### config.mk
export PLATFORM = sky130hd
export DESIGN_NAME = sys_ctrl_gen2
export DESIGN_NICKNAME = d
export VERILOG_FILES = /design/src/rtl/sys_ctrl_pkg.sv /design/src/rtl/frame_timer.sv /design/src/rtl/sys_ctrl_gen2.sv
export SDC_FILE = /design/constraint.sdc
export NUM_CORES = 1
export LEC_CHECK = 0
export CORE_MARGIN = 3
export CORE_UTILIZATION = 54
export DETAILED_ROUTE_END_ITERATION = 8
export GPL_ROUTABILITY_DRIVEN = 0
export MAX_ROUTING_LAYER = met4
export PLACE_DENSITY = 0.85
export SYNTH_ARGS = -nofsm -noshare
export SYNTH_HDL_FRONTEND = slang
export SYNTH_SLANG_ARGS = --single-unit
### constraint.sdc
create_clock -name CLK -period 3.3 [get_ports CLK]
set_input_delay 0.66 -clock CLK [delete_from_list [all_inputs] [get_ports CLK]]
set_output_delay 0.66 -clock CLK [all_outputs]
set_load 0.02 [all_outputs]
### src/rtl/sys_ctrl_pkg.sv
// Shared command codes, FSM state encoding and the default error response byte
// for the system controller.
package sys_ctrl_pkg;

    localparam logic [7:0] CMD_WRITE       = 8'hAA;
    localparam logic [7:0] CMD_READ        = 8'hBB;
    localparam logic [7:0] CMD_ALU_OPS     = 8'hCC;
    localparam logic [7:0] CMD_ALU_NOOPS   = 8'hDD;
    localparam logic [7:0] CMD_BURST_WRITE = 8'hEE;
    localparam logic [7:0] CMD_BURST_READ  = 8'hFF;

    localparam logic [7:0] ERR_BYTE_DEFAULT = 8'hE0;

    typedef enum logic [3:0] {
        IDLE, GET_ADDR, GET_CNT, GET_DATA, WRITE, READ_REQ, READ_WAIT,
        GET_OPA, GET_OPB, GET_FUN, ALU_WAIT, TX_SEND, ERROR
    } state_t;

    // States in which the controller waits on an external event and can time out.
    function automatic logic is_timed_state(state_t s);
        return s inside {GET_ADDR, GET_CNT, GET_DATA, GET_OPA, GET_OPB, GET_FUN,
                         READ_WAIT, ALU_WAIT};
    endfunction

endpackage

### src/rtl/frame_timer.sv
// Idle-gap watchdog: counts enabled cycles since the last restart and flags the
// TIMEOUT_CYCLES-th one.
module frame_timer #(
    parameter int unsigned TIMEOUT_CYCLES = 1023
) (
    input  logic clk,
    input  logic rst,
    input  logic restart,
    input  logic enable,
    output logic expired
);

    localparam int unsigned CW = $clog2(TIMEOUT_CYCLES + 1);

    logic [CW-1:0] count_q;

    assign expired = enable && (count_q == CW'(TIMEOUT_CYCLES - 1));

    always_ff @(posedge clk or posedge rst) begin
        if (rst) begin
            count_q <= '0;
        end else if (restart || !enable) begin
            count_q <= '0;
        end else if (!expired) begin
            count_q <= count_q + CW'(1);
        end
    end

endmodule

### src/rtl/sys_ctrl_gen2.sv
// Command-frame controller: decodes RX frames into register-file and ALU operations
// and streams responses to the TX FIFO.
module sys_ctrl_gen2
    import sys_ctrl_pkg::*;
#(
    parameter int unsigned DATA_WIDTH     = 8,
    parameter int unsigned ADDR_WIDTH     = 4,
    parameter int unsigned ALU_OUT_WIDTH  = 16,
    parameter int unsigned TIMEOUT_CYCLES = 1023,
    parameter logic [DATA_WIDTH-1:0] ERR_BYTE = DATA_WIDTH'(ERR_BYTE_DEFAULT)
) (
    input  logic                     CLK,
    input  logic                     RST,
    input  logic [DATA_WIDTH-1:0]    RX_p_data,
    input  logic                     RX_d_valid,
    input  logic [DATA_WIDTH-1:0]    Rd_data,
    input  logic                     RdData_valid,
    input  logic [ALU_OUT_WIDTH-1:0] ALU_OUT,
    input  logic                     OUT_VALID,
    input  logic                     FIFO_full,
    output logic                     WrEN,
    output logic                     RdEN,
    output logic [ADDR_WIDTH-1:0]    Address,
    output logic [DATA_WIDTH-1:0]    WrData,
    output logic                     ALU_EN,
    output logic [3:0]               ALU_FUN,
    output logic                     CLK_EN,
    output logic [DATA_WIDTH-1:0]    TX_p_data,
    output logic                     TX_d_valid,
    output logic                     Frame_err,
    output logic                     Busy
);

    localparam int unsigned NBYTES = ALU_OUT_WIDTH / DATA_WIDTH;
    localparam int unsigned LW     = $clog2(NBYTES + 1);

    state_t                   state_q, state_d;
    logic [7:0]               cmd_q, cmd_d;
    logic [ADDR_WIDTH-1:0]    addr_q, addr_d;
    logic [DATA_WIDTH-1:0]    wdata_q, wdata_d;
    logic [DATA_WIDTH-1:0]    cnt_q, cnt_d;
    logic [3:0]               fun_q, fun_d;
    logic [ALU_OUT_WIDTH-1:0] res_q, res_d;
    logic [LW-1:0]            left_q, left_d;
    logic                     wr_en_q, rd_en_q, alu_en_q, frame_err_q, busy_q;
    logic                     byte_acc, timer_expired;

    frame_timer #(
        .TIMEOUT_CYCLES(TIMEOUT_CYCLES)
    ) u_timer (
        .clk    (CLK),
        .rst    (RST),
        .restart(byte_acc || (state_d != state_q)),
        .enable (is_timed_state(state_q)),
        .expired(timer_expired)
    );

    always_comb begin
        state_d  = state_q;
        cmd_d    = cmd_q;
        addr_d   = addr_q;
        wdata_d  = wdata_q;
        cnt_d    = cnt_q;
        fun_d    = fun_q;
        res_d    = res_q;
        left_d   = left_q;
        byte_acc = 1'b0;
        unique case (state_q)
            IDLE: begin
                if (RX_d_valid) begin
                    byte_acc = 1'b1;
                    cmd_d    = RX_p_data[7:0];
                    case (RX_p_data[7:0])
                        CMD_WRITE, CMD_READ, CMD_BURST_WRITE, CMD_BURST_READ: state_d = GET_ADDR;
                        CMD_ALU_OPS:   state_d = GET_OPA;
                        CMD_ALU_NOOPS: state_d = GET_FUN;
                        default:       state_d = ERROR;
                    endcase
                end
            end
            GET_ADDR: begin
                if (RX_d_valid) begin
                    byte_acc = 1'b1;
                    addr_d   = RX_p_data[ADDR_WIDTH-1:0];
                    cnt_d    = DATA_WIDTH'(1);
                    if (cmd_q == CMD_WRITE)     state_d = GET_DATA;
                    else if (cmd_q == CMD_READ) state_d = READ_REQ;
                    else                        state_d = GET_CNT;
                end else if (timer_expired) begin
                    state_d = ERROR;
                end
            end
            GET_CNT: begin
                if (RX_d_valid) begin
                    byte_acc = 1'b1;
                    cnt_d    = RX_p_data;
                    if (RX_p_data == '0)                state_d = ERROR;
                    else if (cmd_q == CMD_BURST_WRITE)  state_d = GET_DATA;
                    else                                state_d = READ_REQ;
                end else if (timer_expired) begin
                    state_d = ERROR;
                end
            end
            GET_DATA, GET_OPA, GET_OPB: begin
                if (RX_d_valid) begin
                    byte_acc = 1'b1;
                    wdata_d  = RX_p_data;
                    state_d  = WRITE;
                    // ALU operands land at fixed register-file slots 0 and 1.
                    if (state_q == GET_OPA) addr_d = '0;
                    if (state_q == GET_OPB) addr_d = ADDR_WIDTH'(1);
                end else if (timer_expired) begin
                    state_d = ERROR;
                end
            end
            WRITE: begin
                if (cmd_q == CMD_BURST_WRITE) begin
                    addr_d  = addr_q + ADDR_WIDTH'(1);
                    cnt_d   = cnt_q - DATA_WIDTH'(1);
                    state_d = (cnt_q == DATA_WIDTH'(1)) ? IDLE : GET_DATA;
                end else if (cmd_q == CMD_ALU_OPS) begin
                    state_d = (addr_q == '0) ? GET_OPB : GET_FUN;
                end else begin
                    state_d = IDLE;
                end
            end
            READ_REQ: state_d = READ_WAIT;
            READ_WAIT: begin
                if (RdData_valid) begin
                    res_d   = ALU_OUT_WIDTH'(Rd_data);
                    left_d  = LW'(1);
                    state_d = TX_SEND;
                end else if (timer_expired) begin
                    state_d = ERROR;
                end
            end
            GET_FUN: begin
                if (RX_d_valid) begin
                    byte_acc = 1'b1;
                    fun_d    = RX_p_data[3:0];
                    state_d  = ALU_WAIT;
                end else if (timer_expired) begin
                    state_d = ERROR;
                end
            end
            ALU_WAIT: begin
                if (OUT_VALID) begin
                    res_d   = ALU_OUT;
                    left_d  = LW'(NBYTES);
                    state_d = TX_SEND;
                end else if (timer_expired) begin
                    state_d = ERROR;
                end
            end
            TX_SEND: begin
                if (!FIFO_full) begin
                    res_d  = res_q >> DATA_WIDTH;
                    left_d = left_q - LW'(1);
                    if (left_q == LW'(1)) begin
                        if (cmd_q == CMD_BURST_READ && cnt_q != DATA_WIDTH'(1)) begin
                            cnt_d   = cnt_q - DATA_WIDTH'(1);
                            addr_d  = addr_q + ADDR_WIDTH'(1);
                            state_d = READ_REQ;
                        end else begin
                            state_d = IDLE;
                        end
                    end
                end
            end
            ERROR: begin
                // Clearing the command stops a burst read from resuming after the error byte.
                cmd_d   = '0;
                res_d   = ALU_OUT_WIDTH'(ERR_BYTE);
                left_d  = LW'(1);
                state_d = TX_SEND;
            end
            default: state_d = IDLE;
        endcase
    end

    always_ff @(posedge CLK or posedge RST) begin
        if (RST) begin
            state_q     <= IDLE;
            cmd_q       <= '0;
            addr_q      <= '0;
            wdata_q     <= '0;
            cnt_q       <= '0;
            fun_q       <= '0;
            res_q       <= '0;
            left_q      <= '0;
            wr_en_q     <= 1'b0;
            rd_en_q     <= 1'b0;
            alu_en_q    <= 1'b0;
            frame_err_q <= 1'b0;
            busy_q      <= 1'b0;
        end else begin
            state_q     <= state_d;
            cmd_q       <= cmd_d;
            addr_q      <= addr_d;
            wdata_q     <= wdata_d;
            cnt_q       <= cnt_d;
            fun_q       <= fun_d;
            res_q       <= res_d;
            left_q      <= left_d;
            wr_en_q     <= (state_d == WRITE);
            rd_en_q     <= (state_d == READ_REQ);
            alu_en_q    <= (state_d == ALU_WAIT);
            frame_err_q <= (state_d == ERROR);
            busy_q      <= (state_d != IDLE);
        end
    end

    assign WrEN       = wr_en_q;
    assign RdEN       = rd_en_q;
    assign Address    = addr_q;
    assign WrData     = wdata_q;
    assign ALU_EN     = alu_en_q;
    assign CLK_EN     = alu_en_q;
    assign ALU_FUN    = fun_q;
    assign TX_p_data  = res_q[DATA_WIDTH-1:0];
    assign TX_d_valid = (state_q == TX_SEND) && !FIFO_full;
    assign Frame_err  = frame_err_q;
    assign Busy       = busy_q;

endmodule
==> flow_metrics.tcl, run 1 <==
set metrics [dict create \
    core_sq_um 7290 \
    ys_seq_area_share_pct 42.3 \
    drive_gt1_share_pct 12.7 \
    setup-violations-final 0 \
    rsz0062_at_grt "false" \
    fillers 594 \
    die_x_um 93.0 \
    clk_pin_slew_worst_paths_ns 0.08 \
    crit_fanout 7 \
    status "finished, final reports clean" \
    drtIter0Drc 408 \
    timing.rr.start "state_q[2]$_DFF_PP0_" \
    root_buffer "clkbuf_8" \
    drcViolationCount 0 \
    clk_path_buf_depth 2 \
    antennaDiodeCount 0 \
    synth-seq-cells 69 \
    critPathRequiredTime_ns 3.56 \
    power.leakage_uw 0.00213 \
    max-slew-margin-rel_pct 22.3 \
    finalCritPeriodShare_pct 85.6 \
    dr.pass1.iters 9 \
    startpoint_type "primary input" \
    rrSetupSlack_ns 0.54 \
    hold_buffers 0 \
    grt_pass1_vias 3685 \
    async_reset_ff_share_pct 100 \
    initial_utilization_pct 56.0 \
    final.setup.tns_ns 0 \
    ant_nets 0 \
    overflow 0 \
    fmax_mhz 354 \
    syn_to_final_growth_pct 25.3 \
    placedCellCount 610 \
    yosysWarnings 0 \
    tightest_slew_ns 1.17 \
    cp-end-kind "flip-flop" \
    wirelength_um 10400 \
    post_cts_resized 0 \
    yosys.area.top_type "dfrtp_1" \
    io_pins 69 \
    port_buffers 68 \
    p_per_area_nw_per_um2 936 \
    hold_depth 2 \
    critical_path_arrival_ns 3.08 \
    grt_usage_pct 26.5 \
    synth_top_area_share_pct 42.3 \
    numCtsBuffers 9 \
    syn_area_per_cell_sq_um 9.08 \
    core.rowCount 31 \
    grt_pass1_wl_um 17800 \
    grt_max_degree 40 \
    hold_viol 0 \
    slew_viol_final 0 \
    cts_sinks 69 \
    drv_cap 0 \
    setup_ws_ns 0.475 \
    timing.final.crit_period_ns 2.82 \
    reg2regPathDepth 8 \
    synth_edf_count 0 \
    instances_no_fill 626 \
    min_path_type "flip-flop to flip-flop" \
    hold_start "res_q[7]$_DFFE_PP0P_" \
    post_cts_buffers 0 \
    antenna_found_initial 0 \
    post-place-ws_ns 0.110 \
    dieArea_sq_um 8640 \
    vias_per_cell 6.01 \
    clock_skew_ns 0.00853 \
    synth_nets 495 \
    syn_inst 450 \
    hpwlAfterDp_um 7650 \
    fp.dieH_um 93.0 \
    wire_per_inst_um 16.6 \
    irDropWorstVdd_mv 0.516 \
    synth_area_leaders "dfrtp_1, o21ai_0, nand2_1, mux2_2, nor2_1" \
    htreeDepth 3 \
    worstReg2RegEnd "u_timer.count_q[4]$_DFFE_PP0P_" \
    holdPathEnd "res_q[7]$_DFFE_PP0P_" \
    clock_latency_ns 0.35 \
    path_class "primary input to flip-flop" \
    synth_cell_types 60 \
    cts_tree "built" \
    synth_flop_cell "dfrtp_1" \
    nNetsFinal 567 \
    synth_area_sq_um 4080 \
    vias 3763 \
]
worst max-delay path: stages:
cell	delay (ns)
clkdlybuf4s50_1	0.63
nor4bb_1	0.26
a31oi_1	0.08
nor3_1	0.23
nand2b_1	0.22
o2111ai_4	0.16
a221o_1	0.45
buf_4	0.18
nor3_1	0.21
synth_stat cells (3+ instances only):
cell and count:
a211oi_1 6, a21oi_1 26, a222oi_1 5, a22o_1 9
a22oi_1 3, a31oi_1 3, and3_1 5, buf_2 5
buf_4 10, buf_6 3, clkbuf_1 13, dfrtp_1 69
ha_1 7, inv_1 17, mux2_2 15, nand2_1 50
nand2b_1 8, nand3_1 10, nand4_1 8, nor2_1 43
nor2b_1 9, nor3_1 16, nor3b_1 3, nor4_1 6
nor4bb_1 3, o21a_1 3, o21ai_0 39, o221ai_1 3
o22ai_1 6, xnor2_1 6, xor2_1 5
report_power, final:
group | switching [uW] | leakage, uW | internal (uW) | total [uW]
registers | 262 | 0.000889 | 1170 | 1430
clock network | 324 | 0.000102 | 390 | 714
logic | 1500 | 0.00114 | 1150 | 2650
total | 2090 | 0.00213 | 2700 | 4790
area by class of cell:
type	instances	area (sq um)	share of cell area (%)
Multi-Input combinational cell	332	2110	41.3
Clock inverter	5	58.8	1.15
Tap cell	99	124	2.42
Inverter	17	63.8	1.25
Clock buffer	11	151	2.96
Sequential cell	69	1730	33.7
Timing Repair Buffer	93	881	17.2
per-layer routing:
metal	GRT usage, %	share of wire [%]
met1	34.3	42
met2	41.6	48
met3	4.79	7.3
met4	10.0	2.0
met5	-	0
logic make-up after synthesis:
logic type / count (synthesis) / synth area share [%]
xor+xnor: 12 / 2.76
flops: 69 / 42.3
compound gates: 126 / 21.8
simple gates: 172 / 20.8
fa+ha+maj: 7 / 2.14
buf+inv: 49 / 6.13
mux: 15 / 4.14
state kept, by name, indices dropped and copies added, names as in the netlist, 2 cells and up:
signal / cells
ALU_FUN: 4
Address: 4
WrData: 8
cmd_q: 8
cnt_q: 8
left_q: 2
res_q: 16
state_q: 4
u_timer.count_q: 10
worst max-delay path by stage:
stage	cells after the start	end	start	slack [ns]
3_3_place_gp	8	u_timer.count_q[1]$_DFFE_PP0P_	RX_p_data[1]	0.25
2_1_floorplan	9	u_timer.count_q[1]$_DFFE_PP0P_	RX_p_data[2]	0.72
3_5_place_dp	9	u_timer.count_q[4]$_DFFE_PP0P_	RX_p_data[1]	0.11
6_report	9	u_timer.count_q[4]$_DFFE_PP0P_	RX_p_data[1]	0.48
4_1_cts	9	u_timer.count_q[4]$_DFFE_PP0P_	RX_p_data[1]	0.47
5_1_grt	8	ALU_EN$_DFF_PP0_	RX_p_data[3]	0.28
cells in the final DEF (no fill, tap or decap), types with 2 or more instances in the layout:
cell type	count
and2_1	2
nand3_1	10
nor2_1	43
a22o_1	9
and3_1	5
ha_1	7
nand4_1	8
o21a_1	3
a31oi_1	3
nor2b_1	9
nor4_1	6
o22ai_1	6
a41oi_1	2
nand2b_1	8
a222oi_1	5
o221ai_1	3
nor4bb_1	3
nor3_1	16
buf_4	24
a21o_1	2
and4_1	2
a21oi_1	26
o2111ai_2	2
nor3b_1	3
dfrtp_1	69
o21ai_0	39
mux2_2	15
clkbuf_8	11
clkdlybuf4s50_1	68
inv_1	16
a211oi_1	6
a22oi_1	3
a221o_1	2
xor2_1	5
nand2_1	50
xnor2_1	6
clkinvlp_4	2
metrics by stage:
stage / instance area [sq um] / utilization [%] / hold slack (ns) / power, uW
floorplan: 4080 / - / 0.444 / 3240
global placement: 4910 / 67.3 / 0.460 / 3970
global route: 5120 / 70.2 / 0.515 / 5150
detailed placement: 4910 / 67.3 / 0.470 / 4060
finish: 5120 / 70.2 / 0.483 / 4790
CTS: 5120 / 70.2 / 0.486 / 4780
Power figures use the tool's default switching activity.
==> run 2, diff against run 1 <==
--- a/config.mk
+++ b/config.mk
@@ -10,7 +10,7 @@
 export DETAILED_ROUTE_END_ITERATION = 8
 export GPL_ROUTABILITY_DRIVEN = 0
 export MAX_ROUTING_LAYER = met4
-export PLACE_DENSITY = 0.85
+export PLACE_DENSITY = 0.81
 export SYNTH_ARGS = -nofsm -noshare
 export SYNTH_HDL_FRONTEND = slang
 export SYNTH_SLANG_ARGS = --single-unit
==> flow_metrics.tcl, run 2 (synthesis gave the netlist of run 1 again) <==
set metrics [dict create \
    tightest_slew_ns 1.15 \
    critical_path_arrival_ns 3.27 \
    max-slew-margin-rel_pct 23.1 \
    initial_utilization_pct 56.0 \
    post-place-ws_ns 0.0416 \
    hpwlAfterDp_um 7690 \
    rsz0062_at_grt "false" \
    cp.depth 6 \
    timing.final.crit_period_ns 3.06 \
    hold_buffers 0 \
    holdWs_ns 0.478 \
    slowest_stage "nor2b_1" \
    path_cells "nor2b_1, o2111ai_2, a21oi_1, o2111ai_2, xnor2_2, nor3_1" \
    path_class "flip-flop to flip-flop" \
    port_buffers 68 \
    critPathRequiredTime_ns 3.51 \
    post_cts_resized 0 \
    violations "DRC" \
    p_per_area_nw_per_um2 920 \
    cp_top_family "compound AO/OA/AOI/OAI gates" \
    antennaDiodeCount 0 \
    wire_per_inst_um 16.8 \
    crit_fanout 14 \
    numCtsBuffers 9 \
    clock_latency_ns 0.35 \
    dr.pass1.iters 9 \
    fmax_mhz 326 \
    reg2regPathDepth 6 \
    status "finished, violations left" \
    syn_to_final_growth_pct 24.0 \
    setup_ws_ns 0.237 \
    antenna_found_initial 0 \
    slew_viol_final 0 \
    largestRegisters "res_q (16), u_timer.count_q (10)" \
    regMostFlops "res_q" \
    nNetsFinal 564 \
    hold_depth 2 \
    ant_nets 0 \
    final_common_cell "dfrtp_1" \
    vias_per_cell 6.08 \
    drcViolationCount 7 \
    clk_pin_slew_worst_paths_ns 0.07 \
    dieArea_sq_um 8640 \
    setup-violations-final 0 \
    root_buffer "clkbuf_8" \
    layout_common_cells "dfrtp_1, clkdlybuf4s50_1, nand2_1, nor2_1, o21ai_0" \
    grt_pass1_wl_um 17300 \
    startpoint_type "flip-flop" \
    clk_path_buf_depth 2 \
    fp.dieH_um 93.0 \
    wirelength_um 10400 \
    cts_tree "built" \
    io_pins 69 \
    drv_cap 0 \
    slowest_delay_ns 0.70 \
    grt_usage_pct 25.9 \
    min_path_type "flip-flop to flip-flop" \
    overflow 0 \
    crit_top_cell "o2111ai_2" \
    post_cts_buffers 0 \
    core.rowCount 31 \
    drive_gt1_share_pct 11.5 \
    core_sq_um 7290 \
    grt_pass1_vias 3601 \
    grt_max_degree 40 \
    largest_register_ffs 16 \
    final.setup.tns_ns 0 \
    htreeDepth 3 \
    clock_skew_ns 0.00584 \
    cp-end-kind "flip-flop" \
    hold_viol 0 \
    power.leakage_uw 0.00210 \
    rrSetupSlack_ns 0.24 \
    crit_buf_inv 0 \
    vias 3773 \
    finalCritPeriodShare_pct 92.8 \
    cts_sinks 69 \
    irDropWorstVdd_mv 0.459 \
    drtIter0Drc 486 \
    die_x_um 93.0 \
    postLayoutCoreUtil_pct 69.4 \
]
run 2: cell types whose count changed in the layout (fill, tap and decap cells not counted):
cell,change
buf_4,-3
clkbuf_1,+2
clkbuf_8,-1
clkinv_4,-1
clkinvlp_4,-2
run 2: final timing paths:
path	startpoint	to
setup / recovery	state_q[1]$_DFF_PP0_	u_timer.count_q[3]$_DFFE_PP0P_
hold / removal	res_q[5]$_DFFE_PP0P_	res_q[5]$_DFFE_PP0P_
setup reg to reg	state_q[1]$_DFF_PP0_	u_timer.count_q[3]$_DFFE_PP0P_
hold reg to reg	res_q[5]$_DFFE_PP0P_	res_q[5]$_DFFE_PP0P_
max in group asynchronous	RST	cmd_q[5]$_DFFE_PP0P_
min in group asynchronous	RST	res_q[14]$_DFFE_PP0P_
run 2: power by group:
group | leakage [uW] | internal (uW) | switching [uW]
registers | 0.000889 | 1170 | 262
clock network | 0.0000923 | 361 | 299
logic | 0.00112 | 1070 | 1490
total | 0.00210 | 2600 | 2050
run 2: routing by layer:
| layer | wire length [um] | GRT usage (%) |
|---|---|---|
| met1 | 4520 | 33.8 |
| met2 | 4860 | 39.2 |
| met3 | 740 | 6.34 |
| met4 | 300 | 9.65 |
| met5 | 0 | - |
run 2: worst reg2reg max path, delay by kind of cell, from the launching register on:
family | cells | cell delay, ns
AO/OA/AOI/OAI | 3 | 0.97
AND/OR/NAND/NOR | 2 | 0.83
flip-flops | 1 | 0.59
XOR/XNOR | 1 | 0.52
run 2: per-stage QoR:
stage / instances / area (sq um) / total power, uW
after floorplan: 450 / 4080 / 3240
after global placement: 607 / 4880 / 3900
after detailed placement: 607 / 4880 / 3970
after CTS: 621 / 5060 / 4640
after global routing: 621 / 5060 / 5000
final: 621 / 5060 / 4660
run 2: area by class of cell:
| type | count | area [sq um] |
|---|---|---|
| fillers | 576 | 2230 |
| clock inverters | 2 | 35.0 |
| repair buffers | 90 | 858 |
| flip-flops and latches | 69 | 1730 |
| well taps | 99 | 124 |
| multi-input cells | 332 | 2110 |
| inverters | 17 | 63.8 |
| clock buffers | 12 | 145 |
==> run 3, diff against run 2 <==
--- a/config.mk
+++ b/config.mk
@@ -5,12 +5,14 @@
 export SDC_FILE = /design/constraint.sdc
 export NUM_CORES = 1
 export LEC_CHECK = 0
+export CELL_PAD_IN_SITES_DETAIL_PLACEMENT = 2
+export CELL_PAD_IN_SITES_GLOBAL_PLACEMENT = 2
 export CORE_MARGIN = 3
-export CORE_UTILIZATION = 54
+export CORE_UTILIZATION = 33
 export DETAILED_ROUTE_END_ITERATION = 8
 export GPL_ROUTABILITY_DRIVEN = 0
 export MAX_ROUTING_LAYER = met4
-export PLACE_DENSITY = 0.81
+export PLACE_DENSITY_LB_ADDON = 0.1
 export SYNTH_ARGS = -nofsm -noshare
 export SYNTH_HDL_FRONTEND = slang
 export SYNTH_SLANG_ARGS = --single-unit
==> flow_metrics.tcl, run 3 (synthesis gave the netlist of run 1 again) <==
set metrics [dict create \
    cts_sinks 69 \
    post-place-ws_ns 0.0582 \
    grt_pass1_wl_um 23000 \
    setup-violations-final 0 \
    path_class "primary input to flip-flop" \
    final_common_cell "dfrtp_1" \
    drcViolationCount 0 \
    p_per_area_nw_per_um2 986 \
    tightest_slew_ns 1.26 \
    p_switching_uw 2310 \
    wire_per_inst_um 19.9 \
    critical_path_arrival_ns 3.28 \
    crit_fanout 10 \
    pwr-share-comb_pct 54.2 \
    htreeDepth 3 \
    critPathRequiredTime_ns 3.54 \
    fp.dieH_um 117 \
    fmax_mhz 329 \
    startpoint_type "primary input" \
    rrSetupSlack_ns 0.55 \
    grt_usage_pct 22.6 \
    post_cts_resized 0 \
    p_int_uw 3000 \
    initial_utilization_pct 33.9 \
    ant_nets 0 \
    clk_pin_slew_worst_paths_ns 0.06 \
    largest_register_ffs 16 \
    status "finished, final reports clean" \
    dieArea_sq_um 13700 \
    holdWs_ns 0.480 \
    setup_ws_ns 0.264 \
    fillers 1346 \
    path_cells "clkdlybuf4s50_1, nor4bb_1, a31oi_1, nor3_1, nand2b_1, o2111ai_4, a221o_1, a2111oi_4" \
    die_x_um 117 \
    placedCellCount 692 \
    regMostFlops "res_q" \
    core.rowCount 40 \
    hold_depth 2 \
    drtIter0Drc 178 \
    worstReg2RegEnd "u_timer.count_q[1]$_DFFE_PP0P_" \
    antenna_found_initial 0 \
    clk_path_buf_depth 2 \
    slowest_stage "clkdlybuf4s50_1" \
    drive_gt1_share_pct 14.8 \
    vias 3818 \
    clock_skew_ns 0.00795 \
    hold_start "res_q[2]$_DFFE_PP0P_" \
    core_sq_um 12100 \
    port_buffers 68 \
    root_buffer "clkbuf_16" \
    grt_pass1_vias 4210 \
    final.setup.tns_ns 0 \
    hold_buffers 0 \
    cp_top_family "compound AO/OA/AOI/OAI gates" \
    power.share.sequential_pct 27.2 \
    drv_cap 0 \
    p_sw_share_pct 43.5 \
    timing.rr.start "state_q[0]$_DFF_PP0_" \
    cp-end-kind "flip-flop" \
    numCtsBuffers 9 \
    antennaDiodeCount 0 \
    max-slew-margin-rel_pct 16.2 \
    overflow 0 \
    post_cts_buffers 0 \
    slew_viol_final 0 \
    hpwlAfterDp_um 10400 \
    p_clk_share_pct 18.6 \
    clock_latency_ns 0.35 \
    cts_tree "built" \
    slowest_delay_ns 0.64 \
    syn_to_final_growth_pct 31.7 \
    timing.final.crit_period_ns 3.04 \
    dr.pass1.iters 4 \
    io_pins 69 \
    min_path_type "flip-flop to flip-flop" \
    power.leakage_uw 0.00222 \
    nNetsFinal 580 \
    holdPathEnd "res_q[2]$_DFFE_PP0P_" \
    vias_per_cell 5.39 \
    finalCritPeriodShare_pct 92.0 \
    largestRegisters "res_q (16), u_timer.count_q (10)" \
    instances_no_fill 708 \
    layout_common_cells "dfrtp_1, clkdlybuf4s50_1, nand2_1, nor2_1, o21ai_0" \
    wirelength_um 14100 \
    crit_buf_inv 1 \
    rsz0062_at_grt "false" \
    hold_viol 0 \
    reg2regPathDepth 8 \
    grt_max_degree 37 \
    irDropWorstVdd_mv 0.395 \
]
## run 3: cell count changes in the layout (fill, tap and decap cells not counted), sizes merged
cell      change
buf          +16
clkbuf        -2
clkinv        +1
clkinvlp      +3
## run 3: worst max path at each step
| stage | startpoint | endpoint | slack, ns | cells after the start |
|---|---|---|---|---|
| after detailed placement | RX_p_data[5] | u_timer.count_q[1]$_DFFE_PP0P_ | 0.06 | 9 |
| final | RX_p_data[1] | u_timer.count_q[1]$_DFFE_PP0P_ | 0.26 | 8 |
| after global placement | RX_p_data[1] | u_timer.count_q[1]$_DFFE_PP0P_ | 0.11 | 8 |
| after global routing | RX_p_data[1] | u_timer.count_q[1]$_DFFE_PP0P_ | 0.14 | 8 |
| after floorplan | RX_p_data[2] | u_timer.count_q[1]$_DFFE_PP0P_ | 0.72 | 9 |
| after CTS | RX_p_data[1] | u_timer.count_q[1]$_DFFE_PP0P_ | 0.30 | 8 |
## run 3: routing by layer
layer	global-route usage [%]	wire length, um	vias up
met5	-	0	-
met4	5.81	148	0
met3	4.16	468	13
met2	38.0	7240	74
met1	27.9	6250	1932
li1	-	-	1799
## run 3: tightest hold or removal path: stages (launching register included)
cell	delay [ns]
dfrtp_1	0.34
nand2_1	0.05
o21ai_0	0.06
## run 3: power by group through the flow
| stage | clock network [uW] | logic, uW | registers, uW |
|---|---|---|---|
| 2_1_floorplan | 0 | 1740 | 1500 |
| 3_3_place_gp | 0 | 2780 | 1430 |
| 3_5_place_dp | 0 | 2880 | 1450 |
| 4_1_cts | 1020 | 2900 | 1450 |
| 5_1_grt | 1050 | 3200 | 1500 |
| 6_report | 987 | 2870 | 1440 |
## run 3: metrics by stage
step                      util (%)  area, sq um  total power [uW]
after floorplan                  -         4080              3240
after global placement        42.1         5080              4210
final                         44.6         5380              5300
after CTS                     44.6         5380              5370
after detailed placement      42.1         5080              4340
after global routing          44.6         5380              5750
## run 3: final cells by class
type | instances | area, sq um | share of cell area (%)
Clock inverter | 6 | 62.6 | 1.16
Inverter | 17 | 63.8 | 1.19
Sequential cell | 69 | 1730 | 32.1
Tap cell | 168 | 210 | 3.91
Timing Repair Buffer | 106 | 966 | 18.0
Multi-Input combinational cell | 332 | 2110 | 39.2
Clock buffer | 10 | 239 | 4.44
